File: src/rtl/instr_mem_loader_pkg.sv
// Shared definitions for the instruction memory boot loader.
//   state_e        : loader FSM states
//   BYTES_PER_WORD : stream bytes per instruction word
//   WORD_SHIFT     : byte-address to word-index shift (instr_mem indexes addr[31:2])
//   BYTE_IDX_W     : width of the byte-within-word index
package instr_mem_pkg;

    typedef enum logic [2:0] {
        IDLE,
        HDR,
        DATA,
        WRITE,
        DONE,
        ERR
    } state_e;

    localparam int unsigned BYTES_PER_WORD = 4;
    localparam int unsigned WORD_SHIFT     = 2;
    localparam int unsigned BYTE_IDX_W     = $clog2(BYTES_PER_WORD);

endpackage

File: src/rtl/instr_mem_loader_byte_packer.sv
// Little-endian byte-to-word packer used for both the length header and the data words.
//   clk_i   : clock
//   rst_i   : synchronous active-high reset
//   clear_i : discard any partial word and restart at byte 0
//   shift_i : accept byte_i this cycle
//   byte_i  : stream byte
//   word_o  : assembled word including the byte being accepted this cycle
//   full_o  : the byte accepted this cycle completes the word
module byte_packer
    import instr_mem_pkg::*;
(
    input  logic                          clk_i,
    input  logic                          rst_i,
    input  logic                          clear_i,
    input  logic                          shift_i,
    input  logic [7:0]                    byte_i,
    output logic [8*BYTES_PER_WORD-1:0]   word_o,
    output logic                          full_o
);

    logic [BYTE_IDX_W-1:0]        idx_q;
    logic [8*BYTES_PER_WORD-1:0]  word_q;
    logic [8*BYTES_PER_WORD-1:0]  word_d;

    // Merge the incoming byte so the consumer sees the complete word on the 4th byte.
    always_comb begin
        word_d = word_q;
        if (shift_i) begin
            word_d[{idx_q, 3'b000} +: 8] = byte_i;
        end
    end

    assign word_o = word_d;
    assign full_o = shift_i && (idx_q == BYTE_IDX_W'(BYTES_PER_WORD - 1));

    always_ff @(posedge clk_i) begin
        if (rst_i || clear_i) begin
            idx_q  <= '0;
            word_q <= '0;
        end else if (shift_i) begin
            word_q <= word_d;
            idx_q  <= idx_q + 1'b1;
        end
    end

endmodule

File: src/rtl/instr_mem_loader.sv
// Boot-time loader: parses a 4-byte LE word count, packs LE data words and writes them to
// the instruction RAM at byte addresses 0,4,8,...; holds the core in reset while loading.
//   clk, reset             : clock, synchronous active-high reset
//   start                  : pulse to begin a load (honoured in IDLE/DONE/ERR)
//   byte_in/valid/ready    : byte stream handshake
//   wr_en/wr_addr/wr_data  : instruction RAM write port (one cycle per word)
//   busy, cpu_hold         : load in progress
//   done, err              : sticky completion / oversize-header flags
//   words_written          : words written in the current or last load
module instr_mem_loader
    import instr_mem_pkg::*;
#(
    parameter int unsigned DATA_WIDTH = 32,
    parameter int unsigned ADDR_WIDTH = 32,
    parameter int unsigned MEM_SIZE   = 512
) (
    input  logic                  clk,
    input  logic                  reset,
    input  logic                  start,
    input  logic [7:0]            byte_in,
    input  logic                  byte_valid,
    output logic                  byte_ready,
    output logic                  wr_en,
    output logic [ADDR_WIDTH-1:0] wr_addr,
    output logic [DATA_WIDTH-1:0] wr_data,
    output logic                  busy,
    output logic                  done,
    output logic                  err,
    output logic                  cpu_hold,
    output logic [ADDR_WIDTH-1:0] words_written
);

    localparam int unsigned WordBits = 8 * BYTES_PER_WORD;

    state_e                state_q;
    logic [ADDR_WIDTH-1:0] count_q;
    logic [ADDR_WIDTH-1:0] idx_q;
    logic [ADDR_WIDTH-1:0] idx_inc;
    logic [ADDR_WIDTH-1:0] words_q;
    logic [ADDR_WIDTH-1:0] wr_addr_q;
    logic [DATA_WIDTH-1:0] wr_data_q;
    logic                  wr_en_q;
    logic                  done_q;
    logic                  err_q;

    logic                  start_ok;
    logic                  accept;
    logic                  pk_full;
    logic [WordBits-1:0]   pk_word;

    assign start_ok   = start && ((state_q == IDLE) || (state_q == DONE) || (state_q == ERR));
    assign byte_ready = (state_q == HDR) || (state_q == DATA);
    assign accept     = byte_valid && byte_ready;
    assign busy       = (state_q == HDR) || (state_q == DATA) || (state_q == WRITE);
    assign cpu_hold   = busy;
    assign idx_inc    = idx_q + ADDR_WIDTH'(1);

    assign wr_en         = wr_en_q;
    assign wr_addr       = wr_addr_q;
    assign wr_data       = wr_data_q;
    assign done          = done_q;
    assign err           = err_q;
    assign words_written = words_q;

    // One packer serves the header and the data words; a new load drops any partial word.
    byte_packer u_packer (
        .clk_i   (clk),
        .rst_i   (reset),
        .clear_i (start_ok),
        .shift_i (accept),
        .byte_i  (byte_in),
        .word_o  (pk_word),
        .full_o  (pk_full)
    );

    always_ff @(posedge clk) begin
        if (reset) begin
            state_q   <= IDLE;
            count_q   <= '0;
            idx_q     <= '0;
            words_q   <= '0;
            wr_en_q   <= 1'b0;
            wr_addr_q <= '0;
            wr_data_q <= '0;
            done_q    <= 1'b0;
            err_q     <= 1'b0;
        end else begin
            wr_en_q <= 1'b0;
            unique case (state_q)
                IDLE, DONE, ERR: begin
                    if (start_ok) begin
                        state_q <= HDR;
                        idx_q   <= '0;
                        words_q <= '0;
                        done_q  <= 1'b0;
                        err_q   <= 1'b0;
                    end
                end
                HDR: begin
                    if (pk_full) begin
                        count_q <= ADDR_WIDTH'(pk_word);
                        if (pk_word == '0) begin
                            state_q <= DONE;
                            done_q  <= 1'b1;
                        end else if (pk_word > WordBits'(MEM_SIZE)) begin
                            state_q <= ERR;
                            err_q   <= 1'b1;
                        end else begin
                            state_q <= DATA;
                        end
                    end
                end
                DATA: begin
                    if (pk_full) begin
                        state_q   <= WRITE;
                        wr_en_q   <= 1'b1;
                        wr_addr_q <= idx_q << WORD_SHIFT;
                        wr_data_q <= DATA_WIDTH'(pk_word);
                    end
                end
                WRITE: begin
                    idx_q   <= idx_inc;
                    words_q <= words_q + ADDR_WIDTH'(1);
                    if (idx_inc == count_q) begin
                        state_q <= DONE;
                        done_q  <= 1'b1;
                    end else begin
                        state_q <= DATA;
                    end
                end
                default: state_q <= IDLE;
            endcase
        end
    end

endmodule

File: config.mk
export PLATFORM = sky130hd
export DESIGN_NAME = instr_mem_loader
export DESIGN_NICKNAME = d
export VERILOG_FILES = /design/src/rtl/instr_mem_loader_pkg.sv /design/src/rtl/instr_mem_loader_byte_packer.sv /design/src/rtl/instr_mem_loader.sv
export SDC_FILE = /design/constraint.sdc
export NUM_CORES = 1
export LEC_CHECK = 0
export ABC_AREA = 1
export CORE_UTILIZATION = 30
export CTS_BUF_LIST = sky130_fd_sc_hd__clkbuf_8
export DETAILED_ROUTE_END_ITERATION = 6
export GPL_ROUTABILITY_DRIVEN = 0
export PLACE_DENSITY = 0.45
export SLEW_MARGIN = 20
export SYNTH_ARGS = -nofsm -noshare
export SYNTH_HDL_FRONTEND = slang
export SYNTH_SLANG_ARGS = --single-unit
export TNS_END_PERCENT = 30
File: constraint.sdc
create_clock -name clk -period 7.2 [get_ports clk]
set_clock_uncertainty 0.05 [all_clocks]
set_input_delay 1.44 -clock clk [delete_from_list [all_inputs] [get_ports clk]]
set_output_delay 1.44 -clock clk [all_outputs]
set_load 0.01 [all_outputs]
==> key figures <==
Hold path
  • Endpoint of the worst hold-timing path: done$_SDFFE_PP0P_
  • Launch instance of the worst min-delay path: done$_SDFFE_PP0P_
  • Hold Crit Depth: 2
  • Tightest Hold Check Type: reg2reg

Outcome
  • Outcome: finished clean

Critical path
  • Largest fanout on the critical path: 66
  • Worst-path cell with the longest stage delay: sky130_fd_sc_hd__clkinv_2
  • Logic depth of the worst path, buffers included: 8
  • Class of the most critical setup path: in2reg
  • Worst reg2reg setup slack: 3.45 ns
  • Endpoint arrival time on the critical path: 4.43 ns
  • Cells traversed along the worst timing path: clkdlybuf4s50_1, nand2_4, nor2_1, nand2_1, clkinv_2, buf_4, o21ai_0, a21oi_1
  • Critical path data required time: 7.58 ns
  • Kind of cell with the highest combined delay on the critical path: buffers and inverters
  • Nature of the critical path startpoint: input port
  • Worst setup EP type: flip-flop
  • Biggest cell delay along the critical path: 0.69 ns
  • Crit Reg-Reg Startpoint: u_packer.idx_q[0]$_SDFFE_PP0N_
  • Reg2Reg Depth: 8
  • Sum of buffers and inverters on the critical path: 3
  • Reg-to-reg critical path endpoint: wr_data[15]$_SDFFE_PP0P_

Clock tree
  • Number of buffers created by CTS: 17
  • Gates resized, CTS repair: 0
  • Hold-fix buffer count after cts: 0
  • Number of buffers on the longest clock path: 2
  • Setup Buffers After CTS: 0
  • Clock input transition at the sequential cells of the worst setup and hold paths: 0.12 ns
  • Clock tree from TritonCTS: built
  • Clock Sink Count: 198
  • Clock latency of the later-clocked register in the worst-skew pair: 0.50 ns
  • CTS root buffer: sky130_fd_sc_hd__clkbuf_8
  • Maximum level of the CTS H-tree: 4

Power
  • Leakage power: 4.68 nW
  • P per Cell Area: 202 nW/um^2
  • Maximum resistive drop on vdd: 0.000122 V

STA
  • Total negative slack: 0 ns
  • Unrepaired setup endpoints after global routing: no
  • Final setup viols: 0
  • Min setup slack post-route: 3.15 ns
  • Minimum clock period: 4.05 ns
  • Ratio of final minimum period to clock period: 56.2%
  • Number of endpoints with negative hold slack in the final report: 0
  • Worst rel slew slack: 33.2%
  • Final Slew Violations: 0
  • Tightest Pin Transition: 1.00 ns
  • Maximum achievable frequency: 247 MHz

GRT
  • Total global routing track utilization: 18.0%
  • Global-route congestion overflow total: 0
  • Vias in the first global route: 8,580
  • Largest net degree at the start of global routing: 99
  • Wire length of the first global-routing pass: 47,400 um
  • Antenna violations before repair: 0

Floorplanning
  • Starting utilization of the core area: 30.6%
  • Die footprint: 34,100 um^2
  • Die X: 185 um
  • Core Footprint: 32,700 um^2
  • Height of the die: 185 um
  • Placement Rows: 66
  • Count of pins on the block boundary: 114

Yosys
  • Synth Area in Compound Gates: 14.4%
  • Fraction of synthesized area in multiplexers: 0%
  • Simple-gate area share of the yosys netlist: 33.1%
  • Post-Synth Adder-Cell Area: 0.875%
  • Number of synthesized flops with an enable pin: 0
  • Post-synthesis cell area: 10,000 um^2
  • Post-synthesis async set-or-reset flop share: 0%
  • Synth unique cells: 48
  • Post-Synthesis Cells: 1,522
  • Register area share after synthesis: 39.6%
  • Main synth FF type: sky130_fd_sc_hd__dfxtp_1
  • Largest family of logic cells by synthesized area: simple AND/OR/NAND/NOR gates
  • Xor/xnor cell area share of the yosys netlist: 1.99%
  • Number of synthesis warnings: 0
  • Mean instance size in the synthesized netlist: 6.58 um^2
  • Synth Register Bits: 198

Drt
  • Vias: 9,457
  • Detailed-route wire length per cell: 14.8 um
  • DRC violations left: 0
  • Detail-routed via count per cell: 4.62
  • WL final: 30,200 um
  • ANT nets after route: 0
  • Pre-antenna DRT Iters: 5
  • Detailed Route Iter0 Violations: 523

Placed design
  • Number of buffer cells added on primary ports: 111
  • Detail Placement HPWL: 21,800 um
  • Pre-CTS setup slack: 2.53 ns

Cells and area
  • Filler Cells Inserted: 3,650
  • Final net count: 1,609
  • Share of layout cells above drive strength 1: 5.12%
  • Number of antenna diodes: 0
  • Final core area utilization: 36.1%
  • Layout area overhead: 18.1%

Run
  • Number of maximum-capacitance constraint violations: 0
## tightest hold or removal path, cell delays in order (launching register included)
cell	delay, ns
sky130_fd_sc_hd__dfxtp_1	0.33
sky130_fd_sc_hd__inv_1	0.05
sky130_fd_sc_hd__a21oi_1	0.05
## through the flow
| stage | power [W] | instances | hold slack, ns | cell area (um^2) |
|---|---|---|---|---|
| CTS | 0.00242 | 2045 | 0.420 | 11800 |
| finish | 0.00238 | 2045 | 0.414 | 11800 |
| detailed placement | 0.00166 | 2013 | 0.403 | 11400 |
| floorplan | 0.00151 | 1523 | 0.409 | 10000 |
| global route | 0.00251 | 2045 | 0.435 | 11800 |
| global placement | 0.00166 | 2012 | 0.394 | 11400 |
## report_power, final
part / internal (W) / switching, W / total [W]
Clock: 0.000290 / 0.000460 / 0.000750
Sequential: 0.00111 / 0.0000228 / 0.00114
Combinational: 0.000130 / 0.000365 / 0.000495
## cells by family (layout without fill, tap and decap cells)
kind of cell | after synthesis | after routing
AOI/OAI and AO/OA | 256 | 256
DFF | 198 | 198
buffers and inverters | 253 | 333
and+or+nand+nor | 789 | 789
other | 1 | 2
adders and majority gates | 7 | 7
xor gates and xnor gates | 18 | 18
## cells in the final DEF, fill, tap and decap left out, types with 8 or more instances in the layout
| master | n |
|---|---|
| sky130_fd_sc_hd__nor2_2 | 8 |
| sky130_fd_sc_hd__nand2_1 | 480 |
| sky130_fd_sc_hd__clkbuf_8 | 17 |
| sky130_fd_sc_hd__xor2_1 | 13 |
| sky130_fd_sc_hd__nand2_2 | 9 |
| sky130_fd_sc_hd__a211oi_1 | 10 |
| sky130_fd_sc_hd__nor2_1 | 145 |
| sky130_fd_sc_hd__inv_1 | 175 |
| sky130_fd_sc_hd__dfxtp_1 | 198 |
| sky130_fd_sc_hd__a21oi_1 | 119 |
| sky130_fd_sc_hd__o21ai_0 | 75 |
| sky130_fd_sc_hd__nand3_1 | 95 |
| sky130_fd_sc_hd__nand4_1 | 21 |
| sky130_fd_sc_hd__nor3_1 | 10 |
| sky130_fd_sc_hd__o211ai_1 | 32 |
| sky130_fd_sc_hd__clkdlybuf4s50_1 | 110 |
## flip-flops by register name, indices dropped and copies added (netlist names), 2 cells and up
| register | count |
|---|---|
| idx_q | 32 |
| count_q | 32 |
| u_packer.idx_q | 2 |
| wr_data | 32 |
| words_written | 32 |
| u_packer.word_q | 32 |
| wr_addr | 30 |
| state_q | 3 |
## metal layers
metal | GRT usage (%) | vias up | wire (um)
met4 | 4.23 | 0 | 362
met2 | 30.2 | 159 | 14200
li1 | - | 4988 | -
met1 | 24.0 | 4289 | 14600
met5 | 0 | - | 0
met3 | 3.02 | 21 | 1070
## worst max-delay path by stage
| stage | start | to | slack (ns) |
|---|---|---|---|
| 6_report | byte_valid | wr_data[15]$_SDFFE_PP0P_ | 3.15 |
| 4_1_cts | byte_valid | wr_addr[27]$_SDFFE_PP0P_ | 3.09 |
| 3_3_place_gp | byte_valid | wr_addr[22]$_SDFFE_PP0P_ | 2.62 |
| 5_1_grt | byte_valid | wr_addr[25]$_SDFFE_PP0P_ | 2.82 |
| 2_1_floorplan | byte_valid | state_q[1]$_SDFFE_PP0P_ | 4.42 |
| 3_5_place_dp | byte_valid | wr_data[15]$_SDFFE_PP0P_ | 2.53 |
## cell type report
cell class	instances	area, um^2	area share, %
Inverter	184	692	5.85
Tap cell	442	553	4.68
Sequential cell	198	3960	33.5
Timing Repair Buffer	117	1160	9.85
Clock inverter	15	164	1.39
Multi-Input combinational cell	1072	5050	42.7
Clock buffer	17	234	1.98
## cells in the mapped netlist (3+ instances only)
cell type | n | area share, %
sky130_fd_sc_hd__buf_4 | 7 | 0.52
sky130_fd_sc_hd__nor2_4 | 6 | 0.67
sky130_fd_sc_hd__clkbuf_1 | 40 | 1.5
sky130_fd_sc_hd__dfxtp_1 | 198 | 40
sky130_fd_sc_hd__buf_2 | 19 | 0.95
sky130_fd_sc_hd__o21ai_0 | 75 | 3.8
sky130_fd_sc_hd__nor2_2 | 8 | 0.50
sky130_fd_sc_hd__nand2_2 | 9 | 0.56
sky130_fd_sc_hd__a211oi_1 | 10 | 0.75
sky130_fd_sc_hd__nand3_2 | 3 | 0.30
sky130_fd_sc_hd__xor2_1 | 13 | 1.1
sky130_fd_sc_hd__xnor3_1 | 3 | 0.67
sky130_fd_sc_hd__nand4_1 | 21 | 1.3
sky130_fd_sc_hd__o22ai_1 | 3 | 0.19
sky130_fd_sc_hd__nand3_1 | 95 | 4.8
sky130_fd_sc_hd__o21ai_1 | 4 | 0.20
sky130_fd_sc_hd__inv_1 | 175 | 6.6
sky130_fd_sc_hd__nand2_1 | 480 | 18
sky130_fd_sc_hd__nand2_4 | 3 | 0.34
sky130_fd_sc_hd__nor3_1 | 10 | 0.50
sky130_fd_sc_hd__inv_2 | 7 | 0.26
sky130_fd_sc_hd__nor2_1 | 146 | 5.5
sky130_fd_sc_hd__a21oi_1 | 119 | 5.9
sky130_fd_sc_hd__o211ai_1 | 32 | 2.4
sky130_fd_sc_hd__ha_1 | 7 | 0.87
Note: power is estimated with default switching activity, not from simulation.
